**config.mk**
```make
export PLATFORM = sky130hd
export DESIGN_NAME = irq_sequencer
export DESIGN_NICKNAME = d
export VERILOG_FILES = /design/src/rtl/irq_sequencer.sv
export SDC_FILE = /design/constraint.sdc
export NUM_CORES = 1
export LEC_CHECK = 0
export CAP_MARGIN = 20
export CELL_PAD_IN_SITES_DETAIL_PLACEMENT = 1
export CELL_PAD_IN_SITES_GLOBAL_PLACEMENT = 1
export CORE_AREA = 2 2 99 101
export DETAILED_ROUTE_END_ITERATION = 8
export DIE_AREA = 0 0 101 103
export GPL_TIMING_DRIVEN = 0
export PLACE_DENSITY = 0.82
export SYNTH_ARGS = -nofsm -noshare
export SYNTH_HDL_FRONTEND = slang
export SYNTH_SLANG_ARGS = --single-unit
```
**constraint.sdc**
```tcl
create_clock -name clk -period 3.47 [get_ports clk]
set_input_delay 0.347 -clock clk [delete_from_list [all_inputs] [get_ports clk]]
set_output_delay 0.347 -clock clk [all_outputs]
set_load 0.05 [all_outputs]
```
**src/rtl/irq_sequencer.sv**
```systemverilog
// irq_sequencer
//
// Machine-mode interrupt sequencer that sits in front of the writeback/CSR
// stage. It latches the three machine interrupt sources into a pending view
// and masks that view with mie and mstatus.MIE. The highest-priority eligible
// request is armed until writeback can commit. At that point the block issues
// a single trap-take pulse carrying the cause and the ISR address. No further
// take is issued until mret retires.
//
// Ports
//   clk          core clock, all state on rising edge
//   rst          synchronous active-low reset
//   sw_irq       software interrupt request (level)
//   timer_irq    timer interrupt request (level)
//   ext_irq      external interrupt request (rising-edge sensitive)
//   mie          mie CSR, bits 11/7/3 used
//   mstatus_mie  global machine interrupt enable
//   mtvec        mtvec CSR (base + mode)
//   wb_valid     writeback holds a valid instruction
//   stall        pipeline stall
//   flush        pipeline flush this cycle
//   mret         mret retiring in writeback
//   irq_take     one-cycle trap-take pulse
//   irq_cause    mcause value, zero unless irq_take
//   irq_vector   ISR address, zero unless irq_take
//   mip          pending view (bits 11/7/3)
//   in_service   trap taken and mret not yet retired
//   fsm_state    sequencer state (debug): 0 IDLE, 1 ARM, 2 SERVICE
//
// Handshake: the trap is taken only in a cycle where an eligible request is
// armed and writeback is committable (wb_valid=1, stall=0, flush=0). That
// cycle is the single cycle in which irq_take is high. There is no
// backpressure beyond that condition, and an armed request waits
// indefinitely for it.

module irq_sequencer #(
  parameter int XLEN = 32
) (
  input  logic            clk,
  input  logic            rst,
  input  logic            sw_irq,
  input  logic            timer_irq,
  input  logic            ext_irq,
  input  logic [XLEN-1:0] mie,
  input  logic            mstatus_mie,
  input  logic [XLEN-1:0] mtvec,
  input  logic            wb_valid,
  input  logic            stall,
  input  logic            flush,
  input  logic            mret,
  output logic            irq_take,
  output logic [XLEN-1:0] irq_cause,
  output logic [XLEN-1:0] irq_vector,
  output logic [XLEN-1:0] mip,
  output logic            in_service,
  output logic [1:0]      fsm_state
);

  localparam logic [1:0] IDLE    = 2'd0;
  localparam logic [1:0] ARM     = 2'd1;
  localparam logic [1:0] SERVICE = 2'd2;

  localparam logic [3:0] CODE_MSI = 4'd3;
  localparam logic [3:0] CODE_MTI = 4'd7;
  localparam logic [3:0] CODE_MEI = 4'd11;

  logic [1:0] state;
  logic [1:0] state_nxt;

  logic msip;
  logic mtip;
  logic meip;
  logic ext_prev;

  logic       ext_edge;
  logic       elig_mei;
  logic       elig_msi;
  logic       elig_mti;
  logic       any_elig;
  logic [3:0] code;
  logic       take;
  logic [XLEN-1:0] base;
  logic [XLEN-1:0] vec_addr;

  // Only bits 11/7/3 of mie are architecturally meaningful here.
  logic unused_mie;
  assign unused_mie = ^{mie[XLEN-1:12], mie[10:8], mie[6:4], mie[2:0]};

  assign ext_edge = ext_irq & ~ext_prev;

  assign elig_mei = meip & mie[11] & mstatus_mie;
  assign elig_msi = msip & mie[3]  & mstatus_mie;
  assign elig_mti = mtip & mie[7]  & mstatus_mie;
  assign any_elig = elig_mei | elig_msi | elig_mti;

  // Fixed priority MEI > MSI > MTI, re-evaluated every cycle so the cause
  // reflects whatever is highest in the actual take cycle.
  always_comb begin
    code = 4'd0;
    if (elig_mei) begin
      code = CODE_MEI;
    end else if (elig_msi) begin
      code = CODE_MSI;
    end else if (elig_mti) begin
      code = CODE_MTI;
    end
  end

  // Gated by rst so that a reset asserted while armed never lets a take
  // escape in the reset cycle.
  assign take = rst && (state == ARM) && any_elig && wb_valid && !stall && !flush;

  assign base = {mtvec[XLEN-1:2], 2'b00};

  // Vectored mode adds 4*code; the sum wraps modulo 2^XLEN by width.
  always_comb begin
    vec_addr = base;
    if (mtvec[1:0] == 2'b01) begin
      vec_addr = base + {{(XLEN-6){1'b0}}, code, 2'b00};
    end
  end

  always_comb begin
    state_nxt = state;
    case (state)
      IDLE: begin
        if (any_elig) state_nxt = ARM;
      end
      ARM: begin
        if (take) begin
          state_nxt = SERVICE;
        end else if (!any_elig) begin
          state_nxt = IDLE;
        end
      end
      SERVICE: begin
        if (mret) state_nxt = IDLE;
      end
      default: state_nxt = IDLE;
    endcase
  end

  always_ff @(posedge clk) begin
    if (!rst) begin
      state    <= IDLE;
      msip     <= 1'b0;
      mtip     <= 1'b0;
      meip     <= 1'b0;
      ext_prev <= 1'b0;
    end else begin
      state    <= state_nxt;
      msip     <= sw_irq;
      mtip     <= timer_irq;
      ext_prev <= ext_irq;
      // A fresh edge takes precedence over the clear from a cause-11 take.
      if (ext_edge) begin
        meip <= 1'b1;
      end else if (take && (code == CODE_MEI)) begin
        meip <= 1'b0;
      end
    end
  end

  assign irq_take   = take;
  assign irq_cause  = take ? {1'b1, {(XLEN-5){1'b0}}, code} : '0;
  assign irq_vector = take ? vec_addr : '0;

  always_comb begin
    mip     = '0;
    mip[11] = meip;
    mip[7]  = mtip;
    mip[3]  = msip;
  end

  assign in_service = (state == SERVICE);
  assign fsm_state  = state;

endmodule

```
### After elaboration in Yosys (flattened, before gate mapping)

Cells that the tools add are included.

| cells by class | value |
|---|---|
| equal/unequal tests | 7 |
| muxes and demuxes | 13 |
| bitwise logic cells | 10 |
| add/sub/neg operators | 1 |
| reductions and logical operators | 11 |

Operators by type and width:

| operator | count |
|---|---|
| 32-bit 2-to-1 mux | 3 |
| 32-bit by 6-bit adder with 32-bit output | 1 |
| 2-bit 2-to-1 mux | 4 |
| 1-bit AND | 7 |
| 1-bit logical AND | 6 |
| 3-bit 2-to-1 mux | 2 |
| 2-bit case mux with 3 select lines | 1 |
| 2-bit by 1-bit equality test with 1-bit output (second input constant) | 2 |
| 4-bit equality test (second input constant) | 1 |
| 4-bit 2-to-1 mux | 1 |
| 2-bit inequality test (second input constant) | 2 |
| 3-bit inequality test (second input constant) | 1 |
| 3-bit AND reduction | 1 |
| 2-bit equality test (second input constant) | 1 |
| 1-bit zero test | 2 |
| 2-bit zero test | 1 |
| 1-bit 2-to-1 mux | 2 |
| 1-bit bitwise OR | 2 |
| 2-bit nonzero test | 1 |
| 1-bit inverter | 1 |

| storage, ports and cells | value |
|---|---|
| register bits after elaboration | 6 |
| output and inout port bits | 100 |

### Depth between registers and ports, before layout

Gate-level depths: netlist of run 1.

| depth | value |
|---|---|
| depth in word-level cells | 11 |
| gate-level depth with buffers | 10 |

### Worst setup path before layout of run 1

Ideal clock, no wire load.

| timing path | value |
|---|---|
| path type | register to output |
| from | register meip |
| to | output irq_vector[24] |
| setup slack | 0.022 ns |
| cell stages (with the launch flop) | 11 |
| arrival | 3.101 ns |
| data required time | 3.123 ns |
| path buffers | 1 |
| path through | dfxtp_1 > a22o_1 > a21oi_1 > nor2b_1 > ha_1 > fa_1 > a31oi_1 > a21o_1 > buf_6 > or4_1 > a21oi_1 |

| between the ends | value |
|---|---|
| word-level cells in the longest chain between the ends | 9 |
| elaborated cells on any way between the ends | 12 |
| those cells by class | add/sub (1); mux (3); bitwise (4); reduce/logical (4) |

RTL lines:

| item | RTL line | source |
|---|---|---|
| start, declared | 72 | `logic meip;` |
| start signal, assigned | 148 | `meip <= 1'b0;` |
| start signal, assigned | 157 | `meip <= 1'b1;` |
| start signal, assigned | 159 | `meip <= 1'b0;` |
| 1-bit AND (*) (2 in a row) | 91 | `assign elig_mei = meip & mie[11] & mstatus_mie;` |
| branches (longest 6 deep; another with 32-bit by 6-bit adder with 32-bit output) | n/a |  |
| 32-bit 2-to-1 mux (*) | 166 | `assign irq_vector = take ? vec_addr : '0;` |
| end, declared | 53 | `output logic [XLEN-1:0] irq_vector,` |

Every way passes the cells marked *.

### Worst setup path in the final report of run 1

| timing path | value |
|---|---|
| from | input mie[11] |
| to | output irq_vector[12] |

| between the ends | value |
|---|---|
| word-level cells in the longest chain between the ends | 9 |
| elaborated cells on any way between the ends | 12 |
| those cells by class | add/sub (1); mux (3); bitwise (4); reduce/logical (4) |

RTL lines:

| item | RTL line | source |
|---|---|---|
| start, declared | 44 | `input logic [XLEN-1:0] mie,` |
| 1-bit AND (*) (2 in a row) | 91 |  |
| branches (longest 6 deep; another with 32-bit by 6-bit adder with 32-bit output) | n/a |  |
| 32-bit 2-to-1 mux (*) | 166 |  |

Marks and branches as above.

==> results.json, run 1 <==
{
  "num_antenna_cells": 0,
  "grt_pass1_wl_um": 10300,
  "arrival_ns": 2.97,
  "num_rows": 36,
  "tns_ns": 0,
  "worstSetupEndpointType": "output pin",
  "p_per_area_mw_per_mm2": 176,
  "drive_gt1_share_pct": 28.5,
  "postRouteAntennaNets": 0,
  "grt_pass1_vias": 2128,
  "finish.utilization_pct": 32.6,
  "status": "finished, final reports clean",
  "drv_cap": 0,
  "layout_commonest_cell": "buf_4",
  "antenna_found_initial": 0,
  "route.detailed.drc": 0,
  "finalWeightedCongestion": 0.757,
  "finalHoldViolations": 0,
  "dp_hpwl_um": 5550,
  "r2r_cells": 6,
  "synth-seq-cells": 6,
  "clockRootBuffer": "clkbuf_8",
  "clock-sinks": 6,
  "leakage_nw": 1.42,
  "critical_path_class": "input port to output pin",
  "syn_avg_cell_area_um2": 6.89,
  "synth_cell_types": 46,
  "whs_ns": 0.507,
  "die_w_um": 101,
  "synth_area_leaders": "buf_4, dfxtp_1, a21oi_1, xnor2_1, nand3_1",
  "synth_top_area_cell": "buf_4",
  "synth_top_area_share_pct": 27.5,
  "grt_use_total_pct": 12.2,
  "core_mm2": 0.00946,
  "place_ws_ns": -1.34,
  "crit_path_max_fanout": 10,
  "cp.required_ns": 3.12,
  "critPathMaxStageDelay_ns": 0.39,
  "skew_ns": 0.00603,
  "dieArea_mm2": 0.0104,
  "grt_max_degree": 11,
  "syn_inst": 254,
  "slew_viol_final": 0,
  "globalRouteOverflowTotal": 0,
  "hold_depth": 2,
  "yosys_warnings": 0,
  "clk_latency_ns": 0.23,
  "start_util_pct": 18.5,
  "cts_tree": "yes",
  "crit_slowest_cell": "fa_2",
  "grt_setup_unrepaired": "yes",
  "tightest_slew_ns": 0.553,
  "crit_chain": "clkdlybuf4s15_1 > a22o_4 > a21oi_4 > nor2b_4 > ha_2 > fa_2 > a22oi_2 > a21o_1 > buf_6 > o31ai_1 > a21oi_1 > buf_2",
  "period_needed_ns": 3.32,
  "route.detailed.wl_per_inst_um": 12.8,
  "wirelength_um": 6600,
  "die_y_um": 103,
  "slew_headroom_pct": 63.1,
  "final_cell_mix": "buf_4, conb_1, clkdlybuf4s50_1",
  "fmaxAchievable_mhz": 301,
  "hp-class": "flop to flop",
  "drt_iter0_markers": 28,
  "nets": 483,
  "numCtsBuffers": 3,
  "clock_path_buffers": 2,
  "irDropWorstVdd_uv": 177,
  "post_drt_via_cell_ratio": 4.18,
  "synth_area_mm2": 0.00175,
  "htreeDepth": 1,
  "postCtsHoldBufs": 0,
  "fin_ws_ns": 0.150,
  "syn2layout_area_growth_pct": 76.0,
  "p_total_w": 0.000541,
  "fillers": 1199,
  "drtPass1Iterations": 4,
  "worst_setup_path_start_kind": "input port",
  "setup_violations": 0,
  "clk_pin_slew_ns": 0.03,
  "yosysSeqAreaShare_pct": 6.87,
  "timing.final.crit_share_pct": 95.7,
  "io_pins": 174,
  "io_buffers": 86,
  "num_vias": 2159
}
Yosys cell counts (all sizes together):
library cell	number
buf	66
a21oi	22
nor2	18
nand3	14
o21ai	12
nand2	10
xnor2	9
inv	8
o31ai	8
or3	8
or4	8
clkbuf	7
a211oi	6
dfxtp	6
and2	5
and3	5
nand4	4
nor2b	4
ha	3
nor3	3
a21boi	2
a21o	2
a22oi	2
a31oi	2
and4	2
mux2i	2
or2	2
or4b	2
a2111oi	1
a22o	1
and4b	1
conb	1
fa	1
maj3	1
nand2b	1
nand3b	1
nor3b	1
o2111ai	1
o21a	1
xor2	1
metal layers:
layer	global-route usage (%)	wire length, um
met3	2.03	551
met5	0	0
met4	3.33	53
met1	13.7	2590
met2	23.6	3400
final cells by class:
| class | instances | area, um2 | area share, % |
|---|---|---|---|
| buffer | 73 | 541 | 17.6 |
| clock buffer | 3 | 41.3 | 1.34 |
| inverter | 8 | 30.0 | 0.975 |
| multi-input combinational | 224 | 1370 | 44.6 |
| sequential | 6 | 123 | 3.98 |
| tap | 114 | 143 | 4.63 |
| timing repair buffer | 89 | 828 | 26.9 |
repair_timing:
item / in CTS / in global routing
cloned: 0 / 0
buffers inserted: 1 / 2
endpoints found under the setup margin: 33 / 32
resized for setup: 131 / 17
pin swaps: 4 / 3
metrics by stage:
stage	cells	area, um2
2_1_floorplan	311	1960
3_3_place_gp	511	2970
3_5_place_dp	511	2970
4_1_cts	515	3020
5_1_grt	517	3080
6_report	517	3080
state kept, by name, summed over array words and instances (netlist names):
| register | cells |
|---|---|
| fsm_state | 2 |
| ext_prev | 1 |
| meip | 1 |
| msip | 1 |
| mtip | 1 |
cells by family (layout without fill, tap and decap cells):
logic type / count (synthesis) / in the layout / synth area share (%)
AOI/OAI and AO/OA: 60 / 60 / 22.1
xor gates and xnor gates: 10 / 10 / 5.01
adders and majority gates: 5 / 5 / 3.86
buffers and inverters: 81 / 173 / 32.0
DFF: 6 / 6 / 6.87
muxes: 2 / 2 / 1.14
other: 1 / 58 / 0.214
and+or+nand+nor: 89 / 89 / 28.8
worst paths after layout:
| check | start | end | slack [ns] |
|---|---|---|---|
| setup reg to reg | meip$_SDFFE_PN0P_ | fsm_state[1]$_SDFFE_PN0P_ | 1.73 |
| hold / removal | ext_prev$_SDFF_PN0_ | meip$_SDFFE_PN0P_ | 0.51 |
| hold reg to reg | ext_prev$_SDFF_PN0_ | meip$_SDFFE_PN0P_ | 0.51 |
| setup / recovery | mie[11] | irq_vector[12] | 0.15 |
critical path, delay by kind of cell:
kind | cells | cell delay [ns]
AOI/OAI and AO/OA | 6 | 1.26
adders and majority gates | 2 | 0.59
buffers and inverters | 3 | 0.71
and+or+nand+nor | 1 | 0.07
power breakdown:
| group | switching, W | internal (W) | leakage, nW |
|---|---|---|---|
| Sequential | 0.00000427 | 0.0000731 | 0.0501 |
| Combinational | 0.000227 | 0.000132 | 1.34 |
| Clock | 0.0000312 | 0.0000746 | 0.0216 |
| Total | 0.000262 | 0.000279 | 1.42 |
Power figures use the tool's default switching activity.
==> run 2, diff against run 1 <==
Settings changed: HOLD_SLACK_MARGIN set to 0.08.
==> results of run 2 <==
Same layout as run 1: the final DEF is identical, and so are final timing and power.
==> run 3, diff against run 2 <==
Settings changed: PLACE_DENSITY 0.82 to unset, PLACE_DENSITY_LB_ADDON set to 0.1.
==> results.json, run 3 (synthesis gave the netlist of run 1 again) <==
{
  "drtPass1Iterations": 4,
  "route.detailed.drc": 0,
  "globalRouteOverflowTotal": 0,
  "whs_ns": 0.511,
  "swShare_pct": 48.0,
  "antenna_found_initial": 0,
  "dp.cells": 511,
  "crit_path_max_fanout": 10,
  "syn2layout_area_growth_pct": 77.3,
  "wirelength_um": 6600,
  "p_seq_share_pct": 14.2,
  "drt_iter0_markers": 12,
  "p_switching_w": 0.000259,
  "finalHoldViolations": 0,
  "finalWeightedCongestion": 0.769,
  "num_antenna_cells": 0,
  "io_buffers": 86,
  "status": "finished, final reports clean",
  "layout_commonest_cell": "buf_4",
  "place_area_mm2": 0.00297,
  "post_drt_via_cell_ratio": 4.15,
  "timing.final.crit_share_pct": 97.7,
  "drv_cap": 0,
  "skew_ns": 0.00277,
  "clk_latency_ns": 0.23,
  "grt_use_total_pct": 11.6,
  "comb_power_share_pct": 66.4,
  "die_y_um": 103,
  "fmaxAchievable_mhz": 295,
  "io_pins": 174,
  "leakage_nw": 1.43,
  "worstSetupEndpointType": "output pin",
  "clockRootBuffer": "clkbuf_8",
  "die_w_um": 101,
  "drive_gt1_share_pct": 29.2,
  "period_needed_ns": 3.39,
  "route.detailed.wl_per_inst_um": 12.7,
  "postRouteAntennaNets": 0,
  "num_vias": 2167,
  "largest_reg_flops": 2,
  "nets": 488,
  "dp_hpwl_um": 5380,
  "clock_path_buffers": 2,
  "cts_tree": "yes",
  "htreeDepth": 1,
  "instances_no_fill": 522,
  "clock-sinks": 6,
  "arrival_ns": 3.04,
  "grt_pass1_vias": 2007,
  "slew_headroom_pct": 57.9,
  "stdcell_area_mm2": 0.00310,
  "cp.required_ns": 3.12,
  "pwr-share-clk_pct": 19.4,
  "critical_path_class": "input port to output pin",
  "clk_pin_slew_ns": 0.04,
  "irDropWorstVdd_uv": 191,
  "tightest_slew_ns": 0.632,
  "final_cell_mix": "buf_4, conb_1, clkdlybuf4s50_1",
  "worst_setup_path_start_kind": "input port",
  "setup_violations": 0,
  "dieArea_mm2": 0.0104,
  "grt_pass1_wl_um": 9810,
  "slew_viol_final": 0,
  "num_rows": 36,
  "numCtsBuffers": 3,
  "core_mm2": 0.00946,
  "grt_max_degree": 11,
  "start_util_pct": 18.5,
  "cellInternalPower_w": 0.000281,
  "grt_setup_unrepaired": "yes",
  "postCtsHoldBufs": 0,
  "p_per_area_mw_per_mm2": 174,
  "hp-class": "flop to flop"
}
-- run 3: routing by layer --
layer,vias to the layer above,routed length [um],GRT usage [%]
met5,-,0,0
met1,992,2620,13.9
met2,80,3360,21.3
met4,0,20,1.87
li1,1093,-,-
met3,2,605,2.98
-- run 3: area by class of cell --
cell class / instances / area [um2]
Timing Repair Buffer: 94 / 860
Tap cell: 114 / 143
Clock buffer: 3 / 41.3
Buffer: 73 / 537
Inverter: 8 / 30.0
Sequential cell: 6 / 121
Fill cell: 1201 / 6360
Multi-Input combinational cell: 224 / 1370
-- run 3: through the flow --
step                util, %  setup TNS (ns)  total power (W)  setup slack, ns
finish                 32.8               0         0.000540           0.0813
global route           32.8         -0.0327         0.000571          -0.0238
CTS                    32.1               0         0.000538           0.0112
detailed placement     31.4          -29.33         0.000417            -1.32
global placement       31.4          -28.41         0.000416            -1.29
floorplan                 -               0         0.000331           0.0217
-- run 3: final timing paths --
path / from / end / slack [ns] / cells past startpoint
min: ext_prev$_SDFF_PN0_ / meip$_SDFFE_PN0P_ / 0.51 / 2
max reg2reg: meip$_SDFFE_PN0P_ / fsm_state[1]$_SDFFE_PN0P_ / 1.79 / 6
max: mie[11] / irq_vector[29] / 0.08 / 12
min reg2reg: ext_prev$_SDFF_PN0_ / meip$_SDFFE_PN0P_ / 0.51 / 2
-- run 3: what timing repair did --
| item | 4_1_cts | 5_1_grt |
|---|---|---|
| pin swaps | 4 | 5 |
| setup endpoints to repair | 33 | 18 |
| buffers inserted | 4 | 4 |
| gates resized for setup | 123 | 20 |
-- run 3: critical path: stages --
cell and delay [ns]:
dlygate4sd2_1 0.28, a22o_1 0.26, a21oi_2 0.20, nor2b_4 0.07
ha_1 0.29, a21o_4 0.15, o2111ai_4 0.19, and2_4 0.23
buf_6 0.13, or4_1 0.47, a21oi_1 0.19, buf_4 0.23
-- run 3: power groups by stage --
| stage | Clock [W] | Sequential (W) | Combinational, W |
|---|---|---|---|
| finish | 0.000105 | 0.0000767 | 0.000358 |
| global route | 0.000112 | 0.0000772 | 0.000382 |
| CTS | 0.000108 | 0.0000766 | 0.000353 |
| detailed placement | 0 | 0.0000775 | 0.000340 |
| global placement | 0 | 0.0000771 | 0.000339 |
| floorplan | 0 | 0.0000783 | 0.000253 |
